==> config.mk <==
export PLATFORM = sky130hd
export DESIGN_NAME = byte_serial_add_ctrl
export DESIGN_NICKNAME = d
export VERILOG_FILES = /design/src/rtl/byte_serial_add_ctrl.sv
export SDC_FILE = /design/constraint.sdc
export NUM_CORES = 1
export LEC_CHECK = 0
export ABC_CLOCK_PERIOD_IN_PS = 5600
export CORE_AREA = 2 2 102 104
export DETAILED_ROUTE_END_ITERATION = 8
export DIE_AREA = 0 0 104 106
export GPL_TIMING_DRIVEN = 0
export PLACE_DENSITY = 0.88
export SLEW_MARGIN = 20
export SYNTH_ARGS = -nofsm -noshare
export SYNTH_HDL_FRONTEND = slang
export SYNTH_SLANG_ARGS = --single-unit
==> constraint.sdc <==
create_clock -name clk -period 5.6 [get_ports clk]
set_input_delay 0.56 -clock clk [delete_from_list [all_inputs] [get_ports clk]]
set_output_delay 0.56 -clock clk [all_outputs]
set_load 0.01 [all_outputs]
==> src/rtl/byte_serial_add_ctrl.sv <==
//------------------------------------------------------------------------------
// byte_serial_add_ctrl
// Drives an external 8-bit adder one byte per clock, LSB first, to form a
// wide add/subtract result with carry, borrow and signed-overflow flags.
// Revision: 1.0
//------------------------------------------------------------------------------
`default_nettype none
`timescale 1ns/1ps

module byte_serial_add_ctrl #(
    parameter int NBYTES = 4
) (
    input  logic                  clk,
    input  logic                  rst_n,
    input  logic                  start,
    input  logic                  sub,
    input  logic                  cin,
    input  logic [8*NBYTES-1:0]   op_a,
    input  logic [8*NBYTES-1:0]   op_b,
    output logic [7:0]            add_a,
    output logic [7:0]            add_b,
    output logic                  add_cin,
    input  logic [7:0]            add_sum,
    input  logic                  add_cout,
    output logic [8*NBYTES-1:0]   result,
    output logic                  cout,
    output logic                  ovf,
    output logic                  busy,
    output logic                  done
);

    localparam int W  = 8 * NBYTES;
    localparam int IW = (NBYTES > 1) ? $clog2(NBYTES) : 1;

    localparam logic [IW-1:0] c_LAST_IDX = IW'(NBYTES - 1);

    localparam logic [1:0] S_IDLE = 2'd0;
    localparam logic [1:0] S_RUN  = 2'd1;
    localparam logic [1:0] S_DONE = 2'd2;

    logic [1:0]    r_state;
    logic [1:0]    w_state_nxt;

    logic [W-1:0]  r_a;
    logic [W-1:0]  r_b;        // already inverted in subtract mode
    logic          r_carry;
    logic [IW-1:0] r_idx;
    logic [W-1:0]  r_result;
    logic          r_cout;
    logic          r_ovf;

    logic          w_last;
    logic          w_accept;
    logic [7:0]    w_byte_a;
    logic [7:0]    w_byte_b;
    logic          w_ovf;

    assign w_last   = (r_idx == c_LAST_IDX);
    assign w_accept = (r_state == S_IDLE) && start;
    assign w_byte_a = r_a[8*r_idx +: 8];
    assign w_byte_b = r_b[8*r_idx +: 8];

    // Overflow: operands share a sign and the top result byte's sign differs.
    assign w_ovf = (r_a[W-1] == r_b[W-1]) && (add_sum[7] != r_a[W-1]);

    //--------------------------------------------------------------------------
    // State register
    //--------------------------------------------------------------------------
    always_ff @(posedge clk or negedge rst_n) begin
        if (!rst_n) begin
            r_state <= S_IDLE;
        end else begin
            r_state <= w_state_nxt;
        end
    end

    //--------------------------------------------------------------------------
    // Next-state logic
    //--------------------------------------------------------------------------
    always_comb begin
        w_state_nxt = r_state;
        case (r_state)
            S_IDLE: begin
                if (start) begin
                    w_state_nxt = S_RUN;
                end
            end
            S_RUN: begin
                if (w_last) begin
                    w_state_nxt = S_DONE;
                end
            end
            S_DONE: begin
                w_state_nxt = S_IDLE;
            end
            default: begin
                w_state_nxt = S_IDLE;
            end
        endcase
    end

    //--------------------------------------------------------------------------
    // Output logic
    //--------------------------------------------------------------------------
    always_comb begin
        busy    = 1'b0;
        done    = 1'b0;
        add_a   = 8'h00;
        add_b   = 8'h00;
        add_cin = 1'b0;
        case (r_state)
            S_RUN: begin
                busy    = 1'b1;
                add_a   = w_byte_a;
                add_b   = w_byte_b;
                add_cin = r_carry;
            end
            S_DONE: begin
                done = 1'b1;
            end
            default: begin
                busy = 1'b0;
            end
        endcase
    end

    //--------------------------------------------------------------------------
    // Operand capture and byte-serial datapath
    //--------------------------------------------------------------------------
    always_ff @(posedge clk or negedge rst_n) begin
        if (!rst_n) begin
            r_a      <= '0;
            r_b      <= '0;
            r_carry  <= 1'b0;
            r_idx    <= '0;
            r_result <= '0;
            r_cout   <= 1'b0;
            r_ovf    <= 1'b0;
        end else if (w_accept) begin
            r_a      <= op_a;
            r_b      <= sub ? ~op_b : op_b;
            r_carry  <= sub | cin;
            r_idx    <= '0;
            r_result <= '0;
        end else if (r_state == S_RUN) begin
            r_result[8*r_idx +: 8] <= add_sum;
            r_carry                <= add_cout;
            r_idx                  <= r_idx + 1'b1;
            if (w_last) begin
                r_cout <= add_cout;
                r_ovf  <= w_ovf;
            end
        end
    end

    assign result = r_result;
    assign cout   = r_cout;
    assign ovf    = r_ovf;

endmodule

`default_nettype wire
==> metrics.log, run 1 <==
[metrics] synthesized net count: 443
[metrics] total count of hold-check failures in the final report: 0
[metrics] slack of the critical path: approximately 2600 ps
[metrics] DP Worst Slack: 2990 ps
[metrics] most common cell after layout, fill and taps aside: sky130_fd_sc_hd__clkdlybuf4s50_1
[metrics] combined area of the multi-input logic cells: slightly above 2000 µm²
[metrics] routed via count: 3532
[metrics] post-CTS sizing: 0
[metrics] placed inst area: around 6300 µm²
[metrics] RSZ-0062 raised after global routing: no
[metrics] clock power share: around 14%
[metrics] FP Rows: 37
[metrics] Final #Nets: ~600
[metrics] number of instances in the placed design: roughly 630
[metrics] share of the synthesized area in the top cell type: a little over half
[metrics] Yosys warning total: 0
[metrics] routed metal-1 wirelength: 4.81 mm
[metrics] clock tree from TritonCTS: built
[metrics] root buf cell: sky130_fd_sc_hd__clkbuf_8
[metrics] count of clock tree sinks: 103
[metrics] H-tree level count: 3
[metrics] Worst Path Arrival: approximately 2400 ps
[metrics] number of antenna violations at the first check in global routing: 0
[metrics] DRC violation total after the first TritonRoute iteration: around 120
[metrics] insertion delay to the later sink of the worst-skew pair: 360 ps
[metrics] pwr/cell area: 538 nW/µm²
[metrics] total detailed-routing wirelength: between 10 and 15 mm
[metrics] final total negative setup slack: 0 ps
[metrics] Synth area leader: sky130_fd_sc_hd__dfrtp_1
[metrics] number of instances in the synthesized netlist: 359
[metrics] post-synthesis register bit count: 103
[metrics] HPWL after DPL: between 8 and 9 mm
[metrics] fmax: 336 MHz
[metrics] combinational share of power: 49.1%
[metrics] Post-DRT Antenna Nets: 0
[metrics] first-pass detailed-route iteration total: 4
[metrics] met2 wirelength from detailed routing: approximately 6.1 mm
[metrics] Netlist Area Pre-Place: between 4000 and 5000 µm²
[metrics] detailed-route wire length per cell: around 19 µm
[metrics] routed length on met3: ~680 µm
[metrics] uppermost routed layer: met4
[metrics] fin area: roughly 6500 µm²
[metrics] Clk pin slew, worst setup/hold paths: 90 ps
[metrics] period utilisation layout: 53.1%
[metrics] post-synthesis area per instance: 13.5 µm²
[metrics] Core Box Area: between 9000 and 10000 µm²
[metrics] largest incremental delay on the critical path: approximately 560 ps
[metrics] highest net fanout along the worst path: 10
[metrics] Final Total Pwr: ~3.5 mW
[metrics] critical path startpoint category: flop
[metrics] switching power total: between 1 and 1.5 mW
[metrics] required time worst endpoint: between 5000 and 6000 ps
[metrics] routability congestion estimate: a little over 0.8
[metrics] io pins: 131
[metrics] kind of end point of the critical path: output pin
[metrics] overall die area: 11000 µm²
[metrics] commonest cells after routing, fill and taps aside: 128 x sky130_fd_sc_hd__clkdlybuf4s50_1, 103 x sky130_fd_sc_hd__dfrtp_1, 35 x sky130_fd_sc_hd__a21oi_1
[metrics] clock buffers created by TritonCTS: 9
[metrics] leakage power total: approximately 2.7 nW
[metrics] initial core utilization: between 40 and 50%
[metrics] sequence of cells on the critical path: buf_2 > mux4_2 > and2_1 > clkdlybuf4s50_1
[metrics] remaining max-slew budget at the tightest pin: around 63%
[metrics] IO Port Bufs: 129
[metrics] number of buffers and inverters on the critical path: 2
[metrics] vias in the first global route: 3700
[metrics] classification of the worst setup path: reg -> out
[metrics] fill cell total of the finished layout: between 700 and 800
[metrics] global-route congestion overflow total: 0
[metrics] total global routing track utilization: between 20 and 25%
[metrics] fraction of power spent switching nets: approximately 34%
[metrics] post-synth cell types: 35
[metrics] Worst Clk Skew: ~13 ps
[metrics] internal power component: ~2.3 mW
[metrics] wire length of the first global-routing pass: roughly 19 mm
[metrics] final instance count without filler cells: 641
[metrics] hold crit path type: in -> async
[metrics] sequential fraction of the synthesis area: between 50% and 60%
[metrics] area overhead of the layout relative to synthesis: 35.4%
[metrics] share of final-layout standard cells stronger than drive strength 1: between 10% and 20%
[metrics] top cells by area in the synthesized netlist: sky130_fd_sc_hd__dfrtp_1 53%, sky130_fd_sc_hd__mux2_2 7.7%, sky130_fd_sc_hd__mux4_2 7.5%
[metrics] pin count of the biggest net entering global routing: 58
[metrics] part of the power in registers: 36.4%
[metrics] total count of max-transition violations in the final report: 0
[metrics] Storage cell area: 2580 µm²
[metrics] clock period minus final worst setup slack: about 3000 ps
[metrics] die width: approximately 100 µm
[metrics] Worst path top cell family by delay: buffers and inverters
[metrics] Critical Path Slowest Stage Cell: sky130_fd_sc_hd__mux4_2
[metrics] Post-CTS Hold Buffers: 0
[metrics] diodes inserted: 0
[metrics] Die Height: ~110 µm
[metrics] IR Drop Worst-Case VDD: 0.232 mV
[metrics] buffers from clock root to sink, at most: 2
[metrics] count of final setup violators: 0
[metrics] run status: completed
[metrics] worst hold slack: around 120 ps
[metrics] post-CTS setup-driven buffer insertion count: 0
[metrics] final cell utilization of the core: approximately two thirds
[metrics] detail-routed via count per cell: around 5.5
[metrics] number of design rule violations left after detail routing: 0
[metrics] Max Cap Viol: 0
[metrics] slew of the pin with the lowest slew margin: ~550 ps
layer usage:
layer | vias up | global-route usage, %
met2 | 138 | 39.3
li1 | 1572 | -
met4 | 0 | 9.27
met5 | - | 0
met1 | 1796 | 27.3
met3 | 26 | 3.62
state kept, by name, indices dropped and copies added, names as in the netlist:
signal   cells
r_idx        2
r_state      2
r_a         32
r_carry      1
cout         1
result      32
ovf          1
r_b         32
synth_stat cells, drive strengths merged:
library cell,count
a21o,3
a21oi,35
a221o,1
a22o,24
a32o,8
and2,18
and2b,1
and3b,2
buf,19
clkbuf,3
dfrtp,103
ha,6
inv,3
mux2,34
mux4,16
nand2,5
nand2b,2
nand3b,1
nor2,35
nor3,1
nor3b,1
nor4,1
nor4b,2
o21a,1
o22ai,1
o31ai,1
xnor2,32
cells by family after synthesis:
logic type	Yosys count	share of synthesized area [%]
flip-flops	103	53.4
buffers and inverters	25	4.64
AND/OR/NAND/NOR	69	8.52
XOR/XNOR	32	5.80
AO/OA/AOI/OAI	74	10.7
adder cells (fa/ha/maj)	6	1.55
multiplexers	50	15.4
path summary, 6_finish.rpt:
path / startpoint / slack (ps) / cells past startpoint / end
min reg2reg: result[20]$_DFFE_PN0P_ / 500 / 1 / result[20]$_DFFE_PN0P_
min: rst_n / 120 / 1 / result[27]$_DFFE_PN0P_
max in group asynchronous: rst_n / 4850 / 2 / r_b[4]$_DFFE_PN0P_
max: r_idx[0]$_DFFE_PN0P_ / 2630 / 4 / add_a[7]
min in group clk: result[20]$_DFFE_PN0P_ / 500 / 1 / result[20]$_DFFE_PN0P_
max reg2reg: r_idx[1]$_DFFE_PN0P_ / 3200 / 6 / result[16]$_DFFE_PN0P_
power by group through the flow:
stage	registers [mW]	clock network, mW	logic (mW)
2_1_floorplan	1.25	0	1.04
3_3_place_gp	1.26	0	1.67
3_5_place_dp	1.28	0	1.73
4_1_cts	1.27	0.520	1.74
5_1_grt	1.31	0.546	1.87
6_report	1.28	0.511	1.73
cell type report:
class	instances	share of cell area, %
repair buffers	130	20.2
multi-input cells	231	31.0
clock buffers	11	2.16
well taps	136	2.60
flip-flops and latches	103	39.4
plain buffers	22	3.25
clock inverters	5	1.21
inverters	3	0.172
No activity file was read; power rests on OpenSTA's default activity.
==> run 2: changes to the inputs <==
--- a/config.mk
+++ b/config.mk
@@ -5,12 +5,12 @@
 export SDC_FILE = /design/constraint.sdc
 export NUM_CORES = 1
 export LEC_CHECK = 0
-export ABC_CLOCK_PERIOD_IN_PS = 5600
-export CORE_AREA = 2 2 102 104
+export ABC_CLOCK_PERIOD_IN_PS = 2550
+export CORE_AREA = 2 2 108 110
 export DETAILED_ROUTE_END_ITERATION = 8
-export DIE_AREA = 0 0 104 106
+export DIE_AREA = 0 0 110 112
 export GPL_TIMING_DRIVEN = 0
-export PLACE_DENSITY = 0.88
+export PLACE_DENSITY = 0.83
 export SLEW_MARGIN = 20
 export SYNTH_ARGS = -nofsm -noshare
 export SYNTH_HDL_FRONTEND = slang
==> constraint.sdc (replaced) <==
create_clock -name clk -period 2.55 [get_ports clk]
set_input_delay 0.255 -clock clk [delete_from_list [all_inputs] [get_ports clk]]
set_output_delay 0.255 -clock clk [all_outputs]
set_load 0.01 [all_outputs]
==> metrics.log, run 2 (same netlist as run 1, synthesis figures left out) <==
[metrics] number of antenna violations at the first check in global routing: 0
[metrics] FP Rows: 39
[metrics] Clk pin slew, worst setup/hold paths: about 70 ps
[metrics] Die Height: 112 µm
[metrics] Worst Clk Skew: about 8.5 ps
[metrics] sequence of cells on the critical path: clkbuf_4 > buf_4 > mux4_2 > and2_1 > clkdlybuf4s50_1
[metrics] wire length of the first global-routing pass: ~19 mm
[metrics] Setup crit end: add_a[6]
[metrics] total detailed-routing wirelength: 11.7 mm
[metrics] count of final setup violators: 0
[metrics] detailed-route wire length per cell: ~18 µm
[metrics] post-CTS setup-driven buffer insertion count: 0
[metrics] total global routing track utilization: ~20%
[metrics] critical path startpoint category: flop
[metrics] Final #Nets: around 600
[metrics] first-pass detailed-route iteration total: 4
[metrics] total count of hold-check failures in the final report: 0
[metrics] pwr/cell area: 1200 nW/µm²
[metrics] Post-DRT Antenna Nets: 0
[metrics] worst hold slack: between 300 and 400 ps
[metrics] most common cell after layout, fill and taps aside: sky130_fd_sc_hd__clkdlybuf4s50_1
[metrics] Worst Path Arrival: around 2200 ps
[metrics] root buf cell: sky130_fd_sc_hd__clkbuf_16
[metrics] Critical Path Slowest Stage Cell: sky130_fd_sc_hd__clkdlybuf4s50_1
[metrics] share of final-layout standard cells stronger than drive strength 1: between 10% and 20%
[metrics] io pins: 131
[metrics] detail-routed via count per cell: between 5 and 6
[metrics] highest net fanout along the worst path: 10
[metrics] Worst setup startpoint: r_idx[1]$_DFFE_PN0P_
[metrics] initial core utilization: 43.2%
[metrics] overall die area: roughly 12000 µm²
[metrics] HPWL after DPL: 8.89 mm
[metrics] commonest cells after routing, fill and taps aside: 128 x sky130_fd_sc_hd__clkdlybuf4s50_1, 102 x sky130_fd_sc_hd__dfrtp_1, 35 x sky130_fd_sc_hd__a21oi_1
[metrics] global-route congestion overflow total: 0
[metrics] H-tree level count: 3
[metrics] clock period minus final worst setup slack: ~2500 ps
[metrics] routability congestion estimate: 0.805
[metrics] insertion delay to the later sink of the worst-skew pair: 340 ps
[metrics] pin count of the biggest net entering global routing: 67
[metrics] DRC violation total after the first TritonRoute iteration: roughly 150
[metrics] final total negative setup slack: 0 ps
[metrics] RSZ-0062 raised after global routing: no
[metrics] fmax: between 400 and 500 MHz
[metrics] IO Port Bufs: around 130
[metrics] largest incremental delay on the critical path: around 480 ps
[metrics] clock buffers created by TritonCTS: 9
[metrics] number of design rule violations left after detail routing: 0
[metrics] R2R cell count: 7
[metrics] Max Cap Viol: 0
[metrics] origin of the critical flop-to-flop path: r_idx[1]$_DFFE_PN0P_
[metrics] required time worst endpoint: approximately 2300 ps
[metrics] hold crit path type: in -> async
[metrics] leakage power total: approximately 2.7 nW
[metrics] remaining max-slew budget at the tightest pin: 63.9%
[metrics] count of clock tree sinks: around 100
[metrics] classification of the worst setup path: reg -> out
[metrics] vias in the first global route: about 3700
[metrics] diodes inserted: 0
[metrics] run status: completed
[metrics] die width: roughly 110 µm
[metrics] period utilisation layout: approximately 96%
[metrics] Reg-to-Reg End: result[10]$_DFFE_PN0P_
[metrics] routed via count: about 3400
[metrics] clock tree from TritonCTS: built
[metrics] IR Drop Worst-Case VDD: roughly 0.50 mV
[metrics] worst setup slack for register-to-register paths: ~340 ps
[metrics] total count of max-transition violations in the final report: 0
[metrics] kind of end point of the critical path: output pin
[metrics] buffers from clock root to sink, at most: 2
[metrics] slew of the pin with the lowest slew margin: ~540 ps
[metrics] Core Box Area: about 11000 µm²
[metrics] area overhead of the layout relative to synthesis: 37.8%
run 2: worst min-delay path by stage:
stage / slack, ps / endpoint
2_1_floorplan: -40 / cout$_DFFE_PN0P_
3_3_place_gp: 470 / cout$_DFFE_PN0P_
3_5_place_dp: 180 / result[9]$_DFFE_PN0P_
4_1_cts: 390 / result[9]$_DFFE_PN0P_
5_1_grt: 410 / result[9]$_DFFE_PN0P_
6_report: 380 / result[9]$_DFFE_PN0P_
run 2: layout make-up:
class | count | area (µm²)
Fill cell | 948 | 4520
Sequential cell | 103 | 2580
Multi-Input combinational cell | 231 | 2030
Timing Repair Buffer | 131 | 1330
Buffer | 22 | 230
Clock buffer | 10 | 229
Tap cell | 143 | 179
Clock inverter | 6 | 67.6
Inverter | 3 | 11.3
run 2: repair_timing:
action | CTS | global route
endpoints found under the setup margin | 17 | 16
hold endpoints to repair | 37 | 0
hold buffers | 1 | 0
resized for setup | 4 | 4
run 2: through the flow:
| step | total power, mW | cell area, µm² | std cells | setup slack [ps] | util (%) |
|---|---|---|---|---|---|
| after global routing | 8.47 | 6660 | 649 | 13.4 | 59.6 |
| after global placement | 6.45 | 6300 | 631 | -2410 | 56.4 |
| after floorplan | 5.04 | 4830 | 359 | 649 | - |
| after CTS | 8.03 | 6640 | 649 | 3.08 | 59.5 |
| after detailed placement | 6.64 | 6330 | 632 | 186 | 56.6 |
| final | 7.98 | 6660 | 649 | 97.3 | 59.6 |
run 2: power by group:
group	switching, mW	internal, mW
clock	0.596	0.767
sequential	0.445	2.35
combinational	1.63	2.18
run 2: routing by layer:
metal / wire (µm) / vias up / GRT usage, % / share of wire, %
met5: 0 / - / 0 / 0
met3: 677 / 13 / 4.10 / 5.8
met4: 158 / 0 / 4.47 / 1.3
li1: - / 1576 / - / -
met1: 5000 / 1710 / 26.1 / 43
met2: 5900 / 117 / 34.0 / 50
run 2: worst max-delay path: cells and delay by family (launching register included):
kind	cells	cell delay, ps
flops	1	400
buf+inv	3	950
mux	1	310
simple gates	1	190
